### config.mk
export PLATFORM = sky130hd
export DESIGN_NAME = ddr_test_sequencer
export DESIGN_NICKNAME = d
export VERILOG_FILES = /design/src/rtl/ddr_test_sequencer.sv
export SDC_FILE = /design/constraint.sdc
export NUM_CORES = 1
export LEC_CHECK = 0
export BUFFER_PORTS_ARGS = -buffer_cell sky130_fd_sc_hd__buf_2
export CORE_ASPECT_RATIO = 1.2
export CORE_MARGIN = 2
export CORE_UTILIZATION = 40
export DETAILED_ROUTE_END_ITERATION = 6
export GPL_ROUTABILITY_DRIVEN = 1
export PLACE_DENSITY = 0.66
export REMOVE_ABC_BUFFERS = 1
export SETUP_SLACK_MARGIN = 0.2
export SYNTH_ARGS = -nofsm -noshare
export SYNTH_HDL_FRONTEND = slang
export SYNTH_SLANG_ARGS = --single-unit
### constraint.sdc
create_clock -name clk -period 6.38 [get_ports clk]
set_clock_uncertainty 0.1 [all_clocks]
set_input_delay 0.957 -clock clk [delete_from_list [all_inputs] [get_ports clk]]
set_output_delay 0.957 -clock clk [all_outputs]
set_load 0.05 [all_outputs]
### src/rtl/ddr_test_sequencer.sv
// ddr_test_sequencer: drives the per-channel fill and read engines through a
// timed test run, accumulating per-phase cycle counts over several iterations
// and reporting done/error status back to the control register block.
module ddr_test_sequencer #(
  parameter int unsigned NUM_CH      = 2,
  parameter int unsigned START_HOLD  = 4,
  parameter int unsigned ACK_TIMEOUT = 64
) (
  input  logic              clk,
  input  logic              reset,
  input  logic              cmd_start,
  input  logic              cmd_abort,
  input  logic [1:0]        cmd_mode,
  input  logic [15:0]       cmd_iterations,
  input  logic [NUM_CH-1:0] ch_enable,
  output logic [NUM_CH-1:0] fill_start,
  input  logic [NUM_CH-1:0] fill_idle,
  output logic [NUM_CH-1:0] read_start,
  input  logic [NUM_CH-1:0] read_idle,
  output logic              busy,
  output logic              done,
  output logic [1:0]        err_code,
  output logic [15:0]       iter_count,
  output logic [63:0]       fill_cycles,
  output logic [63:0]       read_cycles
);

  localparam int unsigned KW = $clog2(START_HOLD + 1);
  localparam int unsigned TW = $clog2(ACK_TIMEOUT + 1);

  typedef enum logic [3:0] {
    IDLE, F_KICK, F_ACK, F_WAIT, R_KICK, R_ACK, R_WAIT, NEXT, FINISH
  } state_t;

  state_t            state, state_n;
  logic [1:0]        mode_q;
  logic [15:0]       iters_q;
  logic [NUM_CH-1:0] en_q, en_n;
  logic [KW-1:0]     kick_cnt;
  logic [TW-1:0]     to_cnt;
  logic [1:0]        err_n;
  logic              launch;
  logic              kick_last, ack_expired;
  logic              fill_ack, fill_fin, read_ack, read_fin;
  state_t            first_phase;

  // Disabled channels are masked out so their idle flags never matter.
  assign fill_ack    = ((fill_idle & en_q) == '0);
  assign fill_fin    = ((fill_idle & en_q) == en_q);
  assign read_ack    = ((read_idle & en_q) == '0);
  assign read_fin    = ((read_idle & en_q) == en_q);
  assign kick_last   = (kick_cnt == KW'(START_HOLD - 1));
  assign ack_expired = (to_cnt == TW'(ACK_TIMEOUT - 1));
  assign first_phase = (mode_q == 2'd1) ? R_KICK : F_KICK;
  assign busy        = (state != IDLE);

  // Next-state, latched-enable and error-code selection.
  always_comb begin
    state_n = state;
    err_n   = err_code;
    en_n    = en_q;
    launch  = 1'b0;
    case (state)
      IDLE: begin
        if (cmd_start) begin
          launch = 1'b1;
          en_n   = ch_enable;
          err_n  = 2'd0;
          if (ch_enable == '0) begin
            state_n = FINISH;
            err_n   = 2'd2;
          end else if (cmd_mode == 2'd1) begin
            state_n = R_KICK;
          end else begin
            state_n = F_KICK;
          end
        end
      end
      F_KICK: begin
        if (ack_expired) begin
          state_n = FINISH;
          err_n   = 2'd1;
        end else if (kick_last) begin
          state_n = F_ACK;
        end
      end
      F_ACK: begin
        if (fill_ack) begin
          state_n = F_WAIT;
        end else if (ack_expired) begin
          state_n = FINISH;
          err_n   = 2'd1;
        end
      end
      F_WAIT: begin
        if (fill_fin) state_n = mode_q[1] ? R_KICK : NEXT;
      end
      R_KICK: begin
        if (ack_expired) begin
          state_n = FINISH;
          err_n   = 2'd1;
        end else if (kick_last) begin
          state_n = R_ACK;
        end
      end
      R_ACK: begin
        if (read_ack) begin
          state_n = R_WAIT;
        end else if (ack_expired) begin
          state_n = FINISH;
          err_n   = 2'd1;
        end
      end
      R_WAIT: begin
        if (read_fin) state_n = NEXT;
      end
      NEXT: begin
        state_n = ((iter_count + 16'd1) == iters_q) ? FINISH : first_phase;
      end
      FINISH: state_n = IDLE;
      default: state_n = IDLE;
    endcase
    if (cmd_abort && (state != IDLE) && (state != FINISH)) begin
      state_n = FINISH;
      err_n   = 2'd3;
    end
  end

  // State, registered start pulses, run parameters and counters.
  always_ff @(posedge clk) begin
    if (reset) begin
      state       <= IDLE;
      mode_q      <= '0;
      iters_q     <= '0;
      en_q        <= '0;
      kick_cnt    <= '0;
      to_cnt      <= '0;
      err_code    <= '0;
      done        <= 1'b0;
      fill_start  <= '0;
      read_start  <= '0;
      iter_count  <= '0;
      fill_cycles <= '0;
      read_cycles <= '0;
    end else begin
      state      <= state_n;
      err_code   <= err_n;
      en_q       <= en_n;
      done       <= (state_n == FINISH);
      fill_start <= (state_n == F_KICK) ? en_n : '0;
      read_start <= (state_n == R_KICK) ? en_n : '0;
      // Both counters are zero on KICK entry since KICK is only entered from
      // a state outside KICK/ACK; the timeout counter then runs through ACK.
      kick_cnt <= (state == F_KICK || state == R_KICK) ? kick_cnt + KW'(1) : '0;
      to_cnt   <= (state == F_KICK || state == R_KICK ||
                   state == F_ACK  || state == R_ACK) ? to_cnt + TW'(1) : '0;
      if (launch) begin
        mode_q      <= cmd_mode;
        iters_q     <= (cmd_iterations == '0) ? 16'd1 : cmd_iterations;
        iter_count  <= '0;
        fill_cycles <= '0;
        read_cycles <= '0;
      end else begin
        if (state == F_KICK || state == F_ACK || state == F_WAIT)
          fill_cycles <= fill_cycles + 64'd1;
        if (state == R_KICK || state == R_ACK || state == R_WAIT)
          read_cycles <= read_cycles + 64'd1;
        if (state == NEXT)
          iter_count <= iter_count + 16'd1;
      end
    end
  end

endmodule
==> results.py <==
metrics = {
    "critical_path": {
        "critPathMaxFanout": 16,
        "arrival_ns": 3.76,
        "reg2reg_depth": 6,
        "cp-start-kind": "flip-flop",
        "worstSetupPathType": "reg2reg",
        "cpPeakStageDelay_ns": 0.69,
        "rr_endpoint": "fill_cycles[61]$_SDFFE_PP0P_",
        "regToRegStartpoint": "state[1]$_SDFF_PP0_",
        "cp-end-kind": "flip-flop",
        "rrSetupSlack_ns": 2.87,
        "critPathBufInv": 0,
        "critPathTopFamily": "simple AND/OR/NAND/NOR gates",
        "worstPathRequired_ns": 6.64,
        "critical-path-slowest-cell": "or3_1",
        "crit_chain": "nor2_1 > nor4_4 > nand4bb_1 > or3_1 > or4b_1 > a21oi_1",
    },
    "global_routing": {
        "grt_pass1_wl_um": 37100,
        "globalRouteTotalUtil_pct": 19.0,
        "antenna_found_initial": 3,
        "grt_remaining_overflow": 0,
        "grt_pass1_vias": 7325,
        "grt_start_max_net_pins": 81,
    },
    "timing": {
        "setup_viol": 0,
        "fin_tns_setup_ns": 0,
        "rsz0062_at_grt": "no",
        "fin_crit_ns": 3.51,
        "fmax_mhz": 285,
        "drv_slew": 0,
        "post-route-period-util_pct": 55.0,
        "slew_headroom_pct": 21.2,
        "hold_viol": 0,
        "tightest_slew_ns": 1.18,
        "setup_ws_ns": 2.87,
    },
    "floorplan": {
        "num_io_pins": 180,
        "start_util_pct": 40.4,
        "die_area_um2": 23700,
        "rows": 60,
        "core-area_um2": 22300,
        "chipHeight_um": 168,
        "die_w_um": 141,
    },
    "worst_hold_path": {
        "whs_path_depth": 1,
        "hold_class": "reg2reg",
        "holdCritStartpoint": "kick_cnt[0]$_SDFF_PP0_",
        "min_delay_worst_endpoint": "kick_cnt[0]$_SDFF_PP0_",
    },
    "placed_design": {
        "place_ws_ns": 2.90,
        "io_buffers": 179,
        "gp_congestion": 0.848,
        "post_dp_cell_area_um2": 10000,
        "hpwl_um": 16500,
    },
    "route": {
        "first_pass_iters": 5,
        "route.vias.total": 8120,
        "postRouteAntennaNets": 0,
        "via_per_inst": 5.40,
        "dr.first_iter.drc_count": 373,
        "drc": 0,
        "drt_wl_total_um": 22900,
        "wl_per_cell_um": 15.3,
    },
    "synthesis": {
        "seq_area_frac_synth_pct": 41.1,
        "yosysTopAreaCell": "dfxtp_1",
        "ys_top_cells_by_area": "dfxtp_1 (41%), xnor2_1 (7.3%), nor2_1 (6.2%), xor2_1 (5.8%), nand2_1 (3.7%)",
        "syn_inst": 1066,
        "synth-seq-cells": 185,
        "synth_edf_count": 0,
        "post-synth-top-count-cell": "dfxtp_1",
        "avgSynthCellArea_um2": 8.45,
        "ys.flop_type": "dfxtp_1",
        "synth_area_um2": 9000,
        "ys_warn_count": 0,
        "netlist_top_cells_count": "dfxtp_1 (185), nor2_1 (149), nand2_1 (89), xnor2_1 (75), xor2_1 (60)",
        "async_reset_ff_share_pct": 0,
        "yosysUniqueCellTypes": 69,
        "netlist.area_leader.share_pct": 41.1,
    },
    "power_and_ir_drop": {
        "p_leak_nw": 3.90,
        "power_density_nw_per_um2": 237,
        "ir_drop_v": 0.000168,
        "power_mw": 2.52,
    },
    "layout": {
        "finalInstanceArea_um2": 10600,
        "layout-drive-gt1-share_pct": 20.5,
        "nets": 1243,
        "multi_input_comb_area_um2": 4990,
        "seqCellArea_um2": 3700,
        "synthToLayoutAreaGrowth_pct": 18.1,
        "fillers": 2182,
        "final_util_pct": 47.7,
    },
    "run_status": {
        "outcome": "completed",
    },
    "cts": {
        "numCtsBuffers": 17,
        "cts-root-buf": "clkbuf_16",
        "insertion_delay_ns": 0.43,
        "cts_buffer_depth": 2,
        "cts_setup_buffers": 0,
        "postCtsHoldBufs": 0,
        "clk_pin_slew_ns": 0.07,
        "cts_resized": 0,
        "ctsHtreeMaxLevel": 4,
        "cts_tree": "built",
        "clock-sinks": 185,
    },
    "job": {
        "maxCapViolCount": 0,
    },
}
-- cell type report --
| cell class | count | area share, % |
|---|---|---|
| clock buffer | 18 | 4.04 |
| clock inverter | 14 | 1.61 |
| sequential | 185 | 34.8 |
| tap | 279 | 3.28 |
| timing repair buffer | 181 | 8.57 |
| inverter | 20 | 0.706 |
| antenna | 2 | 0.0471 |
| multi-input combinational | 804 | 46.9 |
-- placed cells by master (no fill, tap or decap), types with 7 or more instances in the layout --
master	synthesis	layout
inv_1	20	20
nor3_1	34	34
nand4_1	48	48
a22o_1	13	13
and2_1	8	8
nor2_2	9	9
xor2_1	60	60
buf_2	2	179
nand2_1	89	89
nor2_1	149	149
clkbuf_16	0	17
nand2b_1	11	10
dfxtp_1	185	185
or4_1	12	12
and4_1	12	12
xnor2_1	75	75
nor2b_1	7	7
a21oi_1	39	39
o21ai_0	21	21
o31ai_1	12	12
or3_1	24	24
nor4_1	24	24
nor4_2	12	12
nand3_1	51	51
and3_1	17	17
-- per-layer routing --
metal | share of wire (%) | GRT usage (%) | up-vias
met4 | 1.1 | 4.78 | 2
li1 | - | - | 4056
met2 | 48 | 32.4 | 228
met3 | 6.6 | 5.01 | 23
met5 | 0.057 | 0 | -
met1 | 44 | 23.9 | 3811
-- through the flow --
stage / hold WS (ns) / std cells
final: 0.324 / 1503
after global routing: 0.368 / 1502
after floorplan: 0.299 / 1009
after CTS: 0.325 / 1501
after global placement: 0.306 / 1469
after detailed placement: 0.316 / 1469
-- sequential cells by signal, indices dropped and copies added, names as in the netlist, 3 cells and up --
register / count
fill_cycles: 64
read_cycles: 64
iter_count: 16
iters_q: 16
to_cnt: 7
state: 4
kick_cnt: 3
-- how the worst max path moves through the flow --
stage | cells past startpoint | endpoint | slack, ns | from
after floorplan | 4 | read_cycles[47]$_SDFFE_PP0P_ | 2.06 | cmd_start
after global placement | 6 | fill_cycles[61]$_SDFFE_PP0P_ | 3.03 | state[1]$_SDFF_PP0_
after detailed placement | 6 | fill_cycles[61]$_SDFFE_PP0P_ | 2.90 | state[1]$_SDFF_PP0_
after CTS | 6 | fill_cycles[61]$_SDFFE_PP0P_ | 2.89 | state[1]$_SDFF_PP0_
after global routing | 6 | fill_cycles[61]$_SDFFE_PP0P_ | 2.58 | state[0]$_SDFF_PP0_
final | 6 | fill_cycles[61]$_SDFFE_PP0P_ | 2.87 | state[1]$_SDFF_PP0_
-- where the power goes --
group          internal [mW]  switching [mW]
Sequential              1.18          0.0239
Clock                  0.621           0.477
Combinational         0.0701           0.150
-- cells by family after synthesis --
| kind of cell | count (synthesis) | share of synthesized area (%) |
|---|---|---|
| mux | 6 | 0.681 |
| buf+inv | 77 | 3.53 |
| compound gates | 124 | 9.16 |
| xor+xnor | 135 | 13.1 |
| flops | 185 | 41.1 |
| simple gates | 533 | 31.5 |
| fa+ha+maj | 6 | 0.834 |
No activity file was read; power rests on OpenSTA's default activity.
